[config.mk]
export PLATFORM = sky130hd
export DESIGN_NAME = load_hazard_ctrl
export DESIGN_NICKNAME = d
export VERILOG_FILES = /design/src/rtl/load_hazard_ctrl.sv
export SDC_FILE = /design/constraint.sdc
export NUM_CORES = 1
export LEC_CHECK = 0
export ABC_AREA = 1
export ABC_CLOCK_PERIOD_IN_PS = 2100
export BUFFER_PORTS_ARGS = -buffer_cell sky130_fd_sc_hd__buf_2
export CAP_MARGIN = 0
export CORE_UTILIZATION = 55
export DETAILED_ROUTE_END_ITERATION = 8
export PLACE_DENSITY = 0.88
export SYNTH_ARGS = -nofsm -noshare
export SYNTH_HDL_FRONTEND = slang
export SYNTH_SLANG_ARGS = --single-unit
[constraint.sdc]
create_clock -name clk -period 2.1 [get_ports clk]
set_clock_uncertainty 0.15 [all_clocks]
set_input_delay 0.105 -clock clk [delete_from_list [all_inputs] [get_ports clk]]
set_output_delay 0.105 -clock clk [all_outputs]
set_load 0.05 [all_outputs]
[src/rtl/load_hazard_ctrl.sv]
// load_hazard_ctrl: load-use hazard detection with minimum-stall, write-back wait,
// timeout and flush abort between the decode and execute stages.
module load_hazard_ctrl #(
    parameter int REG_AW    = 4,
    parameter int MIN_STALL = 1,
    parameter int MAX_WAIT  = 15,
    parameter int CNT_W     = 16
) (
    input  logic              clk,
    input  logic              rst,
    input  logic [REG_AW-1:0] d_raddr1,
    input  logic [REG_AW-1:0] d_raddr2,
    input  logic              d_use1,
    input  logic              d_use2,
    input  logic              d_immonly,
    input  logic              e_isLoad,
    input  logic [REG_AW-1:0] e_wreg,
    input  logic              write_done,
    input  logic              flush,
    output logic              pc_stall,
    output logic              ifid_stall,
    output logic              idex_bubble,
    output logic              stall_active,
    output logic              timeout_err,
    output logic [CNT_W-1:0]  stall_cycles
);
    localparam int WW = $clog2(MAX_WAIT + 1);

    typedef enum logic {IDLE, STALL} state_t;

    state_t           state_q, state_d;
    logic [7:0]       cnt_q, cnt_d;
    logic [WW-1:0]    wait_cnt_q, wait_cnt_d;
    logic             done_seen_q, done_seen_d;
    logic             timeout_err_q, timeout_err_d;
    logic [CNT_W-1:0] stall_cycles_q, stall_cycles_d;
    logic             hz, done_rel, to_rel, rel, hold;

    assign hz = e_isLoad & ~d_immonly & (e_wreg != '0) &
                ((d_use1 & (d_raddr1 == e_wreg)) | (d_use2 & (d_raddr2 == e_wreg)));
    assign done_rel = (cnt_q == 8'd0) & (write_done | done_seen_q);
    assign to_rel   = (wait_cnt_q == WW'(MAX_WAIT));
    assign rel      = flush | done_rel | to_rel;

    always_ff @(posedge clk or posedge rst) begin
        if (rst) begin
            state_q        <= IDLE;
            cnt_q          <= '0;
            wait_cnt_q     <= '0;
            done_seen_q    <= 1'b0;
            timeout_err_q  <= 1'b0;
            stall_cycles_q <= '0;
        end else begin
            state_q        <= state_d;
            cnt_q          <= cnt_d;
            wait_cnt_q     <= wait_cnt_d;
            done_seen_q    <= done_seen_d;
            timeout_err_q  <= timeout_err_d;
            stall_cycles_q <= stall_cycles_d;
        end
    end

    always_comb begin
        state_d        = state_q;
        cnt_d          = cnt_q;
        wait_cnt_d     = wait_cnt_q;
        done_seen_d    = done_seen_q;
        timeout_err_d  = timeout_err_q;
        stall_cycles_d = (hold && !(&stall_cycles_q)) ? stall_cycles_q + CNT_W'(1) : stall_cycles_q;
        if (state_q == IDLE) begin
            if (hz && !flush) begin
                state_d     = STALL;
                cnt_d       = 8'(MIN_STALL - 1);
                wait_cnt_d  = WW'(1);
                done_seen_d = 1'b0;
            end
        end else if (rel) begin
            state_d       = IDLE;
            timeout_err_d = timeout_err_q | (to_rel & ~flush & ~done_rel);
        end else begin
            cnt_d       = (cnt_q != 8'd0) ? cnt_q - 8'd1 : cnt_q;
            wait_cnt_d  = wait_cnt_q + WW'(1);
            done_seen_d = done_seen_q | write_done;
        end
    end

    // Release and detection are both same-cycle paths; reset forces everything low.
    always_comb begin
        hold         = ~rst & ((state_q == IDLE) ? (hz & ~flush) : ~rel);
        pc_stall     = hold;
        ifid_stall   = hold;
        idex_bubble  = hold;
        stall_active = (state_q == STALL);
        timeout_err  = timeout_err_q;
        stall_cycles = stall_cycles_q;
    end
endmodule

==> flow_metrics.py, run 1 <==
metrics = {
    "global_routing": {
        "grt_pass1_wl_um": 7980,
        "met3_usage": 0.0589,
        "grt_use_total": 0.251,
        "busiest_layer": "met2",
        "globalRouteOverflowTotal": 0,
        "grtUsageMet1": 0.312,
        "grt_pass1_vias": 1920,
        "grt_max_degree": 31,
        "grt.met2_usage": 0.399,
        "antenna_found_initial": 0,
    },
    "power": {
        "switching_share": 0.362,
        "combPwrFrac": 0.286,
        "power_frac_clock": 0.273,
        "p_seq_frac": 0.440,
        "vdd_ir_drop_max_mv": 0.589,
        "fin_total_pwr_mw": 1.68,
        "power_leakage_nw": 1.28,
        "power.internal_mw": 1.07,
        "switchingPower_mw": 0.607,
        "pwr_density_cell_nw_per_um2": 688,
    },
    "cts": {
        "numCtsBuffers": 5,
        "ctsResizeCount": 0,
        "postCtsSetupBuffers": 0,
        "cts_tree": "built",
        "clock_latency_ns": 0.29,
        "clk_path_buf_depth": 2,
        "htree_levels": 2,
        "cts.sinks": 31,
        "cts-root-buf": "clkbuf_8",
        "clk_pin_slew_ns": 0.06,
    },
    "die": {
        "core_um2": 3660,
        "rows": 22,
        "io_pins": 41,
        "die_width_um": 63.8,
        "dieArea_um2": 4070,
        "start_util": 0.573,
        "die_y_um": 63.8,
    },
    "route": {
        "drc_errors": 0,
        "wl_per_cell_um": 11.8,
        "drt_wl_total_um": 4530,
        "first_pass_iters": 5,
        "vias": 2037,
        "viasPerCell": 5.30,
        "postRouteAntennaNets": 0,
        "drt_iter0_markers": 199,
    },
    "yosys": {
        "synthTopCellsByArea": "dfrtp_1 37%, nand2_1 15%, nand3_1 6.4%",
        "ys_seq_area_frac": 0.369,
        "synth_nets": 315,
        "synth_flop_cell": "dfrtp_1",
        "synth_top_cell_area_share": 0.369,
        "ys_ff_latch": 31,
        "yosysTopAreaCell": "dfrtp_1",
        "netlist_area_um2": 2100,
        "synthArstFlopShare": 1.00,
        "synthTopCellsByCount": "86 x nand2_1, 33 x nor2_1, 32 x inv_1, 31 x dfrtp_1, 27 x nand3_1",
        "ys_types": 31,
        "synth_most_common_cell": "nand2_1",
        "synth-edff-count": 0,
        "yosys_warnings": 0,
        "postSynthAreaPerCell_um2": 7.21,
        "synth_cells": 291,
    },
    "placed_design": {
        "dpl_cell_area_um2": 2340,
        "hpwlAfterDp_um": 3430,
        "dp.cells": 374,
        "dp_slack_ns": 0.283,
        "numPortBuffers": 40,
        "gp_congestion": 0.850,
    },
    "critical_path": {
        "start_kind": "flop",
        "criticalPathCategory": "reg -> out",
        "crit_path_end_kind": "output port",
        "cp_max_fo": 8,
        "cp.required_ns": 1.85,
        "cp.arrival_ns": 1.74,
    },
    "sta": {
        "hold_ws_ns": 0.153,
        "hold_viol_final": 0,
        "max_freq_ghz": 0.502,
        "min_period_over_period": 0.948,
        "fin_tns_setup_ns": 0,
        "slew_headroom": 0.737,
        "setup_viol": 0,
        "rsz0062_at_grt": "no",
        "fin_crit_ns": 1.99,
        "tightest_slew_ns": 0.392,
        "worst_slack_ns": 0.109,
        "slew_viol_final": 0,
    },
    "outcome": {
        "status": "complete, no violations",
    },
    "cells_and_area": {
        "n_antenna_cell": 0,
        "syn2layout_area_growth_pct": 16.2,
        "nets": 359,
        "final_core_util": 0.666,
        "finish.instance_area_um2": 2440,
        "drive_gt1_frac": 0.208,
        "fin_cells": 384,
    },
    "job": {
        "cap_violations": 0,
    },
    "min_path": {
        "min_path_type": "in -> reg",
    },
}
==> repair_timing <==
| item | 4_1_cts | 5_1_grt |
|---|---|---|
| endpoints found under the hold margin | 17 | 0 |
| endpoints found under the setup margin | 0 | 0 |
| hold buffers | 2 | 0 |
==> layer usage <==
| metal | wire [um] | part of all wire |
|---|---|---|
| met1 | 1950 | 0.43 |
| met2 | 2190 | 0.48 |
| met3 | 287 | 0.063 |
| met4 | 109 | 0.024 |
| met5 | 0 | 0 |
==> power groups by stage <==
stage / combinational [mW] / clock (mW) / sequential (mW)
after CTS: 0.483 / 0.473 / 0.736
after global placement: 0.448 / 0 / 0.743
after floorplan: 0.321 / 0 / 0.779
after global routing: 0.539 / 0.493 / 0.746
final: 0.481 / 0.458 / 0.739
after detailed placement: 0.478 / 0 / 0.744
==> path summary, 6_finish.rpt <==
| path | start | to | slack, ns | depth (start not counted) |
|---|---|---|---|---|
| min in group asynchronous | rst | stall_cycles[1] | 0.17 | 3 |
| worst min register to register | timeout_err | timeout_err | 0.34 | 1 |
| worst max-delay path | wait_cnt_q[0] | idex_bubble | 0.11 | 5 |
| worst max register to register | wait_cnt_q[0] | stall_cycles[11] | 0.26 | 7 |
| worst min-delay path | write_done | done_seen_q | 0.15 | 3 |
| max in group asynchronous | rst | stall_active | 0.88 | 5 |
==> cells by family after synthesis <==
family | synth area share
DFF | 0.369
AOI/OAI and AO/OA | 0.0423
adders and majority gates | 0.0238
buffers and inverters | 0.0930
xor gates and xnor gates | 0.0501
and+or+nand+nor | 0.421
==> worst max-delay path: stages (launching register included) <==
cell	delay [ns]
dfrtp_1	0.39
ha_1	0.24
nand3_1	0.18
nand3_4	0.17
a21oi_4	0.19
buf_2	0.28
==> placed cells by master (no fill, tap or decap) <==
master | netlist | routed
or2_2 | 1 | 1
buf_4 | 5 | 3
o21bai_1 | 1 | 1
nand2_4 | 2 | 2
inv_1 | 32 | 32
o21ai_0 | 10 | 10
inv_2 | 4 | 5
nand2_2 | 1 | 1
nand4_2 | 1 | 1
nor3_1 | 4 | 4
nand4_4 | 1 | 1
a31oi_2 | 1 | 1
a21boi_0 | 1 | 1
nor2_4 | 3 | 3
clkbuf_8 | 0 | 5
nor2_2 | 2 | 2
nand3_1 | 27 | 27
clkinv_2 | 0 | 1
ha_1 | 4 | 4
dfrtp_2 | 0 | 1
xor2_1 | 9 | 9
xnor2_1 | 3 | 3
or2_1 | 1 | 1
o22ai_1 | 1 | 1
nor2_1 | 33 | 33
nand2_1 | 86 | 86
buf_2 | 0 | 40
nand3_4 | 2 | 2
dfrtp_1 | 31 | 30
clkbuf_1 | 2 | 2
a21oi_4 | 0 | 1
nand4_1 | 19 | 19
nand3b_1 | 1 | 1
dlygate4sd3_1 | 0 | 2
==> area by class of cell <==
type	count	area, um^2
tap	48	60.1
fill	303	1220
clock inverter	1	5.00
inverter	37	139
clock buffer	7	76.3
multi-input combinational	215	1140
sequential	31	777
timing repair buffer	45	243
==> registers in the layout (all words and copies together) (netlist names) <==
signal / count
cnt_q: 8
done_seen_q: 1
stall_active: 1
stall_cycles: 16
timeout_err: 1
wait_cnt_q: 4
Power figures use the tool's default switching activity.
==> inputs of run 2 (changes only) <==
--- a/config.mk
+++ b/config.mk
@@ -7,11 +7,11 @@
 export LEC_CHECK = 0
 export ABC_AREA = 1
 export ABC_CLOCK_PERIOD_IN_PS = 2100
-export BUFFER_PORTS_ARGS = -buffer_cell sky130_fd_sc_hd__buf_2
 export CAP_MARGIN = 0
-export CORE_UTILIZATION = 55
+export CORE_UTILIZATION = 63
 export DETAILED_ROUTE_END_ITERATION = 8
-export PLACE_DENSITY = 0.88
+export DONT_BUFFER_PORTS = 1
+export PLACE_DENSITY = 0.87
 export SYNTH_ARGS = -nofsm -noshare
 export SYNTH_HDL_FRONTEND = slang
 export SYNTH_SLANG_ARGS = --single-unit
==> run 2 against run 1 <==
Sequential cell count did not move. Critical endpoint unchanged. Largest cell class unchanged. Worst hold slack lost 0.065 ns. Combinational power fell by 2%. Largest power group unchanged. Maximum frequency decreased by 1.4%. First-iteration DRC count decreased by 33%. Highest routed layer unchanged.
==> flow_metrics.py, run 2 (synthesized netlist as in run 1, its figures left out) <==
metrics = {
    "cells_and_area": {
        "layout.cells.most_common_list": "86 x nand2_1, 33 x nor2_1, 32 x inv_1",
        "num-fill-cells": 231,
        "syn2layout_area_growth_pct": 14.3,
        "finish.instance_area_um2": 2400,
        "drive_gt1_frac": 0.169,
        "nets": 342,
        "largest_reg_flops": 16,
        "final_common_cell": "nand2_1",
        "n_antenna_cell": 0,
        "fin_cells": 363,
    },
    "sta": {
        "hold_viol_final": 0,
        "fin_crit_ns": 2.02,
        "slew_headroom": 0.685,
        "worst_slack_ns": 0.0812,
        "setup_viol": 0,
        "slew_viol_final": 0,
        "max_freq_ghz": 0.495,
        "min_period_over_period": 0.961,
        "tightest_slew_ns": 0.472,
    },
    "global_routing": {
        "grt_max_degree": 31,
        "grt_pass1_vias": 1782,
        "grt_use_total": 0.285,
        "grt_pass1_wl_um": 7580,
        "antenna_found_initial": 0,
        "globalRouteOverflowTotal": 0,
    },
    "die": {
        "dieArea_um2": 3570,
        "die_width_um": 59.7,
        "core_um2": 3100,
        "start_util": 0.677,
        "io_pins": 41,
        "die_y_um": 59.7,
        "rows": 20,
    },
    "placed_design": {
        "numPortBuffers": 0,
        "dpl_cell_area_um2": 2290,
        "gp_congestion": 0.883,
        "hpwlAfterDp_um": 3280,
        "dp_slack_ns": 0.262,
        "dp.cells": 349,
    },
    "min_path": {
        "min_path_type": "in -> reg",
    },
    "critical_path": {
        "critPathTopFamily": "flip-flops",
        "cp_max_fo": 8,
        "crit_chain": "inv_1 -> ha_1 -> nand4_4 -> nand3_4 -> a21oi_4 -> buf_12",
        "cp.required_ns": 1.85,
        "crit_slowest_cell": "dfrtp_1",
        "max_stage_delay_ns": 0.36,
        "criticalPathCategory": "reg -> out",
        "cp.buffers_inverters": 2,
        "crit_path_end_kind": "output port",
        "start_kind": "flop",
        "cp.arrival_ns": 1.76,
    },
    "cts": {
        "numCtsBuffers": 5,
        "htree_levels": 2,
        "clk_pin_slew_ns": 0.11,
        "cts_tree": "built",
        "cts-root-buf": "clkbuf_4",
        "clock_latency_ns": 0.34,
        "cts.sinks": 31,
        "clk_path_buf_depth": 2,
    },
    "route": {
        "drt_wl_total_um": 4630,
        "drt_iter0_markers": 134,
        "postRouteAntennaNets": 0,
        "wl_per_cell_um": 12.7,
        "viasPerCell": 5.42,
        "vias": 1968,
        "drc_errors": 0,
        "first_pass_iters": 4,
    },
    "outcome": {
        "status": "complete, no violations",
    },
    "power": {
        "power_leakage_nw": 1.20,
        "vdd_ir_drop_max_mv": 0.524,
        "fin_total_pwr_mw": 1.55,
        "pwr_density_cell_nw_per_um2": 647,
    },
    "job": {
        "cap_violations": 0,
    },
}
==> run 2: cell types whose count changed in the layout (fill, tap and decap cells not counted), sizes merged <==
cell | before | now
buf | 43 | 25
clkbuf | 7 | 6
clkinvlp | 0 | 1
dlygate4sd3 | 2 | 3
==> run 2: cell type report <==
class                           instances  area (um^2)  share of cell area
Sequential cell                        31          777               0.324
Clock inverter                          2         12.5             0.00521
Inverter                               37          139              0.0579
Timing Repair Buffer                   28          230              0.0959
Tap cell                               44         55.1              0.0229
Multi-Input combinational cell        215         1140               0.477
Clock buffer                            6         41.3              0.0172
==> run 2: routing by layer <==
| layer | track usage | vias up | routed length, um |
|---|---|---|---|
| met3 | 0.0758 | 10 | 307 |
| met5 | 0 | - | 0 |
| met1 | 0.384 | 891 | 2060 |
| met2 | 0.441 | 79 | 2190 |
| met4 | 0.103 | 0 | 72 |
| li1 | - | 988 | - |
==> run 2: final timing paths <==
kind                               from          endpoint  slack, ns  depth (start not counted)
setup / recovery               cnt_q[0]       idex_bubble       0.08                          6
hold / removal                 e_isLoad     wait_cnt_q[2]       0.09                          5
setup reg to reg           stall_active  stall_cycles[11]       0.22                          8
hold reg to reg                cnt_q[5]          cnt_q[5]       0.39                          2
max in group asynchronous           rst      stall_active       1.39                          3
min in group asynchronous           rst   stall_cycles[2]       0.12                          3
==> run 2: power by group <==
group	switching [mW]	leakage (nW)	internal (mW)
registers	0.0625	0.415	0.672
clock network	0.218	0.0282	0.129
logic	0.306	0.758	0.165
==> run 2: worst min-delay path: stages <==
cell and delay (ns):
nand3b_1 0.08, a31oi_2 0.05, nand2_4 0.11, o21ai_0 0.10, nor2_1 0.10
==> run 2: what timing repair did <==
action / in CTS / in global routing
gates resized for setup: 0 / 1
buffers inserted: 0 / 3
setup endpoints to repair: 0 / 3
endpoints found under the hold margin: 36 / 0
hold buffers: 3 / 0
==> run 2: stage by stage <==
stage | TNS, ns | hold WS [ns] | utilization
2_1_floorplan | 0 | 0.116 | -
3_3_place_gp | 0 | -0.106 | 0.738
3_5_place_dp | 0 | -0.0933 | 0.738
4_1_cts | 0 | 0.0444 | 0.765
5_1_grt | -0.0205 | 0.101 | 0.773
6_report | 0 | 0.0883 | 0.773
